`src/rtl/uart_pkg.sv`:
```
// Shared definitions for the UART receive path.
// Contents:
//   rx_state_t  - receiver FSM state encoding
//   OS_MID      - oversample index at the middle of the start bit
//   OS_LAST     - oversample index at the middle of data/stop bits
//   DATA_BITS   - data bits per frame (8N1)
//   os_divider  - clk cycles per 16x oversample tick for a given clock/baud
package uart_pkg;

    typedef enum logic [2:0] {
        IDLE      = 3'd0,
        START     = 3'd1,
        DATA      = 3'd2,
        STOP      = 3'd3,
        WAIT_HIGH = 3'd4
    } rx_state_t;

    localparam logic [3:0] OS_MID    = 4'd7;
    localparam logic [3:0] OS_LAST   = 4'd15;
    localparam int         DATA_BITS = 8;
    localparam logic [2:0] BIT_LAST  = 3'(DATA_BITS - 1);

    // Never returns less than 1 so a very fast baud still yields a legal divider.
    function automatic int os_divider(input int clock_rate, input int baud_rate);
        int div;
        div = clock_rate / (16 * baud_rate);
        if (div < 1) begin
            div = 1;
        end
        return div;
    endfunction

endpackage

```
`src/rtl/uart_baud_gen.sv`:
```
// 16x oversample enable generator.
// Ports:
//   clk  in  system clock
//   rst  in  synchronous, active-high reset
//   en   out one-clk pulse, 16 pulses per bit period
module uart_baud_gen
    import uart_pkg::*;
#(
    parameter int BAUD_RATE  = 57_600,
    parameter int CLOCK_RATE = 50_000_000
) (
    input  logic clk,
    input  logic rst,
    output logic en
);

    localparam int DIV = os_divider(CLOCK_RATE, BAUD_RATE);
    localparam int CW  = (DIV > 1) ? $clog2(DIV) : 1;
    localparam logic [CW-1:0] CNT_LAST = CW'(DIV - 1);

    logic [CW-1:0] cnt;

    always_ff @(posedge clk) begin
        if (rst) begin
            cnt <= '0;
            en  <= 1'b0;
        end else if (cnt == CNT_LAST) begin
            cnt <= '0;
            en  <= 1'b1;
        end else begin
            cnt <= cnt + CW'(1);
            en  <= 1'b0;
        end
    end

endmodule

```
`src/rtl/uart_rx_frame.sv`:
```
// 8N1 UART receiver with 16x oversampling.
// Ports:
//   clk          in   system clock
//   rst          in   synchronous, active-high reset
//   rxd_i        in   asynchronous serial input, idle high
//   rx_data      out  last good byte, held until the next good frame
//   rx_data_rdy  out  one-clk strobe, rx_data updated this cycle
//   frm_err      out  one-clk strobe, stop bit sampled low
//   rx_busy      out  high whenever the FSM is not in IDLE
//
// Output semantics: rx_data_rdy is a valid strobe with no ready/backpressure.
// The byte on rx_data is valid on the cycle rx_data_rdy is high and stays
// stable until the next good frame; a consumer that misses it within one byte
// time loses it. frm_err and rx_data_rdy are mutually exclusive.
module uart_rx_frame
    import uart_pkg::*;
#(
    parameter int BAUD_RATE  = 57_600,
    parameter int CLOCK_RATE = 50_000_000
) (
    input  logic       clk,
    input  logic       rst,
    input  logic       rxd_i,
    output logic [7:0] rx_data,
    output logic       rx_data_rdy,
    output logic       frm_err,
    output logic       rx_busy
);

    logic en;

    uart_baud_gen #(
        .BAUD_RATE (BAUD_RATE),
        .CLOCK_RATE(CLOCK_RATE)
    ) u_baud_gen (
        .clk(clk),
        .rst(rst),
        .en (en)
    );

    // Two-flop synchroniser; resets to the idle level so reset never looks
    // like a start edge.
    logic meta;
    logic rxd_s;

    always_ff @(posedge clk) begin
        if (rst) begin
            meta  <= 1'b1;
            rxd_s <= 1'b1;
        end else begin
            meta  <= rxd_i;
            rxd_s <= meta;
        end
    end

    rx_state_t  state, state_next;
    logic [3:0] os_cnt, os_cnt_next;
    logic [2:0] bit_cnt, bit_cnt_next;
    logic [7:0] sh, sh_next;
    logic [7:0] data_next;
    logic       rdy_next;
    logic       err_next;

    always_ff @(posedge clk) begin
        if (rst) begin
            state <= IDLE;
        end else begin
            state <= state_next;
        end
    end

    always_comb begin
        state_next   = state;
        os_cnt_next  = os_cnt;
        bit_cnt_next = bit_cnt;
        sh_next      = sh;
        data_next    = rx_data;
        rdy_next     = 1'b0;
        err_next     = 1'b0;

        if (en) begin
            case (state)
                IDLE: begin
                    if (!rxd_s) begin
                        state_next  = START;
                        os_cnt_next = 4'd0;
                    end
                end
                START: begin
                    if (os_cnt == OS_MID) begin
                        // A line back high at mid start bit was a glitch.
                        if (!rxd_s) begin
                            state_next   = DATA;
                            os_cnt_next  = 4'd0;
                            bit_cnt_next = 3'd0;
                        end else begin
                            state_next = IDLE;
                        end
                    end else begin
                        os_cnt_next = os_cnt + 4'd1;
                    end
                end
                DATA: begin
                    if (os_cnt == OS_LAST) begin
                        sh_next     = {rxd_s, sh[7:1]};
                        os_cnt_next = 4'd0;
                        if (bit_cnt == BIT_LAST) begin
                            state_next = STOP;
                        end else begin
                            bit_cnt_next = bit_cnt + 3'd1;
                        end
                    end else begin
                        os_cnt_next = os_cnt + 4'd1;
                    end
                end
                STOP: begin
                    if (os_cnt == OS_LAST) begin
                        os_cnt_next = 4'd0;
                        if (rxd_s) begin
                            data_next  = sh;
                            rdy_next   = 1'b1;
                            state_next = IDLE;
                        end else begin
                            err_next   = 1'b1;
                            state_next = WAIT_HIGH;
                        end
                    end else begin
                        os_cnt_next = os_cnt + 4'd1;
                    end
                end
                WAIT_HIGH: begin
                    // A break holds the line low; wait for idle before rearming.
                    if (rxd_s) begin
                        state_next = IDLE;
                    end
                end
                default: begin
                    state_next = IDLE;
                end
            endcase
        end
    end

    always_ff @(posedge clk) begin
        if (rst) begin
            os_cnt      <= 4'd0;
            bit_cnt     <= 3'd0;
            sh          <= 8'h00;
            rx_data     <= 8'h00;
            rx_data_rdy <= 1'b0;
            frm_err     <= 1'b0;
        end else begin
            os_cnt      <= os_cnt_next;
            bit_cnt     <= bit_cnt_next;
            sh          <= sh_next;
            rx_data     <= data_next;
            rx_data_rdy <= rdy_next;
            frm_err     <= err_next;
        end
    end

    assign rx_busy = (state != IDLE);

endmodule

```
`config.mk`:
```
export PLATFORM = sky130hd
export DESIGN_NAME = uart_rx_frame
export DESIGN_NICKNAME = d
export VERILOG_FILES = /design/src/rtl/uart_pkg.sv /design/src/rtl/uart_baud_gen.sv /design/src/rtl/uart_rx_frame.sv
export SDC_FILE = /design/constraint.sdc
export NUM_CORES = 1
export LEC_CHECK = 0
export ABC_AREA = 1
export CAP_MARGIN = 30
export CORE_UTILIZATION = 56
export DETAILED_ROUTE_END_ITERATION = 10
export PLACE_DENSITY_LB_ADDON = 0.2
export SYNTH_ARGS = -nofsm -noshare
export SYNTH_HDL_FRONTEND = slang
export SYNTH_SLANG_ARGS = --single-unit
```
`constraint.sdc`:
```
create_clock -name clk -period 1.78 [get_ports clk]
set_input_delay 0.178 -clock clk [delete_from_list [all_inputs] [get_ports clk]]
set_output_delay 0.178 -clock clk [all_outputs]
set_load 0.05 [all_outputs]
```
**Word level (Yosys, flattened, before mapping)**

Index checks and enable logic that the tools add are counted.

- Logic and storage cells: 66
- Register bits: 37
- Output and inout port bits: 11
- Input port bits: 3

- $add $sub $neg: 3
- Reduce and logical (&&, ||, !) cells: 12
- Eq/ne operators: 16
- Multiplexer cells: 21
- Bitwise gates (word level): 3

Operator list:

| kind | number |
|---|---|
| 3-bit 2-to-1 mux | 11 |
| 2-bit != test (second input constant) | 8 |
| 3-bit case mux with 5 select lines | 1 |
| 4-bit 2-to-1 mux | 3 |
| 4-bit case mux with 3 select lines | 1 |
| 7-bit AND reduction | 1 |
| 6-bit by 1-bit adder with 6-bit output (second input constant) | 1 |
| 3-bit by 2-bit == test with 1-bit output (second input constant) | 2 |
| 3-bit == test (second input constant) | 2 |
| 6-bit == test (second input constant) | 1 |
| 3-bit case mux with 2 select lines | 1 |
| 6-bit AND reduction | 1 |
| 3-bit nonzero test | 2 |
| 4-bit by 1-bit adder with 4-bit output (second input constant) | 1 |
| 4-bit by 3-bit == test with 1-bit output (second input constant) | 1 |
| 4-bit == test (second input constant) | 1 |
| 4-bit AND reduction | 1 |
| 2-bit OR reduction | 2 |
| 4-bit OR reduction | 1 |
| 3-bit by 1-bit adder with 3-bit output (second input constant) | 1 |
| 3-bit by 1-bit == test with 1-bit output (second input constant) | 1 |
| 3-bit zero test | 1 |
| 1-bit 2-to-1 mux | 3 |
| 1-bit NOT | 3 |
| other kinds (4) | 4 |

**Longest topological paths before layout**

- Word-level depth: 4
- Gate-level depth with buffers: 10
- Mapped depth without buffers: 10

**Modules after synthesis**

A second synthesis with hierarchy kept.

- Cells, all modules: 226
- Area total of the unflattened synthesis: 1677.9 sq um

Modules (own cells, without submodules):

| module | area each (sq um) | cells each | sequential area each (sq um) | instances |
|---|---|---|---|---|
| uart_rx_frame | 1361.3 | 191 | 600.6 | 1 |
| uart_baud_gen | 316.6 | 35 | 140.1 | 1 |

**Least setup slack after synthesis**

Ideal clock, no wire load.

- Path type: reg-to-reg
- From: reg state[0]
- To: reg state[1]
- Cell stages (with the launch flop): 8
- Slack: 338 ps
- Setup time: 113 ps
- Arrival: 1329 ps
- Data required time: 1667 ps
- Cells stage by stage: dfxtp_1 -> nor2_1 -> nand2_1 -> nor2_1 -> nor2_2 -> nand2_2 -> nor2_1 -> nor2_1

- Cells in the longest elaborated chain, start to end: 3
- Elaborated cells on any way between the ends: 13

Ends and longest elaborated chain:

| item | RTL line | source |
|---|---|---|
| start: declaration | uart_rx_frame.sv:56 | `rx_state_t state, state_next;` |
| start signal: assignment | uart_rx_frame.sv:68 | `state <= state_next;` |
| 3-bit by 2-bit == test with 1-bit output, or another cell as far along | uart_rx_frame.sv:82 | `case (state)` |
| 2-bit != test (no source line) | - |  |
| 7-bit AND reduction (no source line) | - |  |

Several ways; a longest one is shown, not always the timed one.
A chain may end at the register's enable or synchronous reset.

**Worst setup path after layout**

- From: reg rx_data[3]
- To: out rx_data[3]

RTL lines:

| item | RTL line | source |
|---|---|---|
| start: declaration | uart_rx_frame.sv:24 | `output logic [7:0] rx_data,` |
| start signal: assignment | uart_rx_frame.sv:156 | `rx_data <= data_next;` |

No word-level cell between the ends.

==> impl_metrics.toml <==
[synthesis]
synth_area_leaders = "dfxtp_1 46%, nor2_1 13%, nand2_1 7.4%"
ys_seq_elements = 37
ys_async_sr_fraction_pct = 0
ys.flop_type = "dfxtp_1"
yosysSeqAreaShare_pct = 45.86
synth_edf_count = 0
yosys_warnings = 0
synthTopCellsByCount = "56 x nor2_1, 37 x dfxtp_1, 32 x nand2_1"
yosysMostFrequentCell = "nor2_1"
synth_top_area_share_pct = 45.86
syn_area_per_cell_um2 = 7.478
synth_cell_types = 27
synth.net_count = 224
synth_cells = 216
yosysTopAreaCell = "dfxtp_1"
syn-cell-area_um2 = 1615

[sta]
max_slew_margin_pct = 66.61
finClkSkew_ns = 0.005785
layout_worst_path_cycle_share_pct = 94.54
worst_pin_slew_ns = 0.4994
hold_viol_final = 0
layout_min_cycle_time_ns = 1.683
worst_slack_ns = 0.09718
setup_viol = 0
fmax_mhz = 594.2
tns_ns = 0
maxSlewViolCount = 0
rsz0062_at_grt = "no"

[die]
core_um2 = 2734
io_pins = 14
num_rows = 19
die_w_um = 55.71
die_area_um2 = 3103
die_y_um = 55.71
start_util_pct = 59.08

[critical_path]
cp.arrival_ns = 1.50
crit_type = "flip-flop to primary output"
crit_path_start = "rx_data[3]"
r2r_end = "sh[3]"
worstPathRequired_ns = 1.60
critPathMaxStageDelay_ns = 0.81
crit_chain = "clkdlybuf4s50_1"
crit_buf_inv = 1
reg2regPathDepth = 8
r2r_slack_ns = 0.19
slowest_stage = "clkdlybuf4s50_1"
cp_top_family = "buffers and inverters"
crit_path_start_kind = "flip-flop"
cp-endpoint = "rx_data[3]"
r2r-start = "os_cnt[0]"
cp.depth = 1
critPathMaxFanout = 2
worstSetupEndpointType = "primary output"

[detailed_routing]
viasPerCell = 5.203
vias = 1384
post_drt_wl_per_cell_um = 11.72
drt_iter0_drc = 66
dr.pass1.iters = 4
wl_um = 3118
remaining_drc_errors = 0
final_antenna_net_count = 0

[layout]
drive_gt1_share_pct = 12.34
area_delta_synth_final_pct = 14.18
antenna_cells = 0
fillers = 242
final_area_um2 = 1844
utilization_pct = 67.46
layout.nets = 242

[clock_network]
cts_tree = "built"
ctsResizeCount = 0
clkLatencyLatePin_ns = 0.34
cts_max_path_buffers = 2
clockRootBuffer = "clkbuf_4"
cts_max_level = 2
path_clk_slew_ns = 0.10
hold_buffers = 0
numCtsBuffers = 5
post_cts_buffers = 0
clock-sinks = 37

[pwr]
fin_total_pwr_mw = 1.373
p_leak_nw = 0.8021
p_per_area_nw_per_um2 = 744.3
ir_drop_mv = 0.7254

[global_route]
grt_usage_pct = 22.97
overflow = 0
antenna_found_initial = 0
grt_max_degree = 24
grt_pass1_wl_um = 5554
grt_pass1_vias = 1375

[place]
gp_congestion = 0.9307
hpwlAfterDp_um = 2367
place_ws_ns = 0.2189
portBuffers = 13
place_area_um2 = 1774

[job]
maxCapViolCount = 0

[status]
outcome = "complete, no violations"

[min_path]
hold_class = "input port to flip-flop"
cell type report:
type	count	area, um2	area share [%]
inverters	18	68.82	3.731
flip-flops and latches	37	740.7	40.16
clock inverters	1	5.005	0.2714
well taps	31	38.79	2.103
clock buffers	7	65.06	3.528
multi-input cells	157	783.3	42.47
repair buffers	15	142.6	7.734
worst reg2reg max path: stages, from the launching register on:
cell,delay [ns]
dfxtp_1,0.41
ha_1,0.27
nand3_2,0.15
nor2_2,0.17
inv_2,0.09
nor2_8,0.14
inv_2,0.09
nor2_1,0.12
nor2_1,0.06
registers in the layout (all words and copies together), names as in the netlist:
signal,flops
u_baud_gen.en,1
rx_data,8
bit_cnt,3
state,3
meta,1
rx_data_rdy,1
os_cnt,4
sh,8
rxd_s,1
u_baud_gen.cnt,6
frm_err,1
kinds of logic (layout without fill, tap and decap cells):
kind of cell               Yosys count  in the layout  share of synthesized area, %
AOI/OAI and AO/OA                   30             30                         9.528
xor gates and xnor gates             2              2                         1.085
adders and majority gates            5              5                         3.873
buffers and inverters               22             41                         5.655
DFF                                 37             37                         45.86
and+or+nand+nor                    120            120                         34.00
power breakdown:
group | internal (mW) | switching [mW] | total [mW]
sequential | 0.835 | 0.00740 | 0.842
combinational | 0.0171 | 0.0227 | 0.0399
clock | 0.229 | 0.261 | 0.490
total | 1.08 | 0.292 | 1.37
metal layers:
metal | track usage, % | vias to the layer above | share of wire, % | wire [um]
li1 | - | 727 | - | -
met1 | 25.71 | 636 | 45 | 1407
met2 | 40.45 | 16 | 51 | 1575
met3 | 7.674 | 5 | 3.3 | 104
met4 | 8.214 | 0 | 0.99 | 31
met5 | 0 | - | 0 | 0
how the worst min path moves through the flow:
stage	from	to	slack [ns]	cells after the start
detailed placement	meta	rxd_s	0.41	1
floorplan	rxd_i	meta	0.28	1
CTS	rxd_i	meta	0.38	2
global placement	meta	rxd_s	0.40	1
global route	rxd_i	meta	0.37	2
finish	rxd_i	meta	0.39	2
per-stage QoR:
step           hold WS (ns)  instances
2_1_floorplan        0.2818        216
3_3_place_gp         0.3962        258
6_report             0.3895        266
3_5_place_dp         0.4092        258
4_1_cts              0.3774        266
5_1_grt              0.3743        266
layout by cell type (no fill, tap or decap):
cell,synthesis,routed
nor2_2,4,4
dfxtp_1,37,37
buf_4,1,3
clkbuf_4,1,5
nand2_2,3,3
nand4_1,2,2
clkinv_2,1,2
nor2_8,1,1
xnor2_1,2,2
nand2_1,32,32
nor2_1,56,56
a31oi_1,1,1
inv_1,14,14
or2_2,2,2
nor2_4,2,2
o21ai_1,1,1
inv_2,3,3
nand3_2,2,2
ha_1,5,5
clkbuf_8,0,2
nor3b_1,2,2
clkdlybuf4s50_1,0,12
a21oi_1,7,7
nand3b_1,1,1
o211ai_1,1,1
nor3_1,1,1
nand3_1,12,12
o21ai_0,20,20
(Power assumes the default switching activity.)
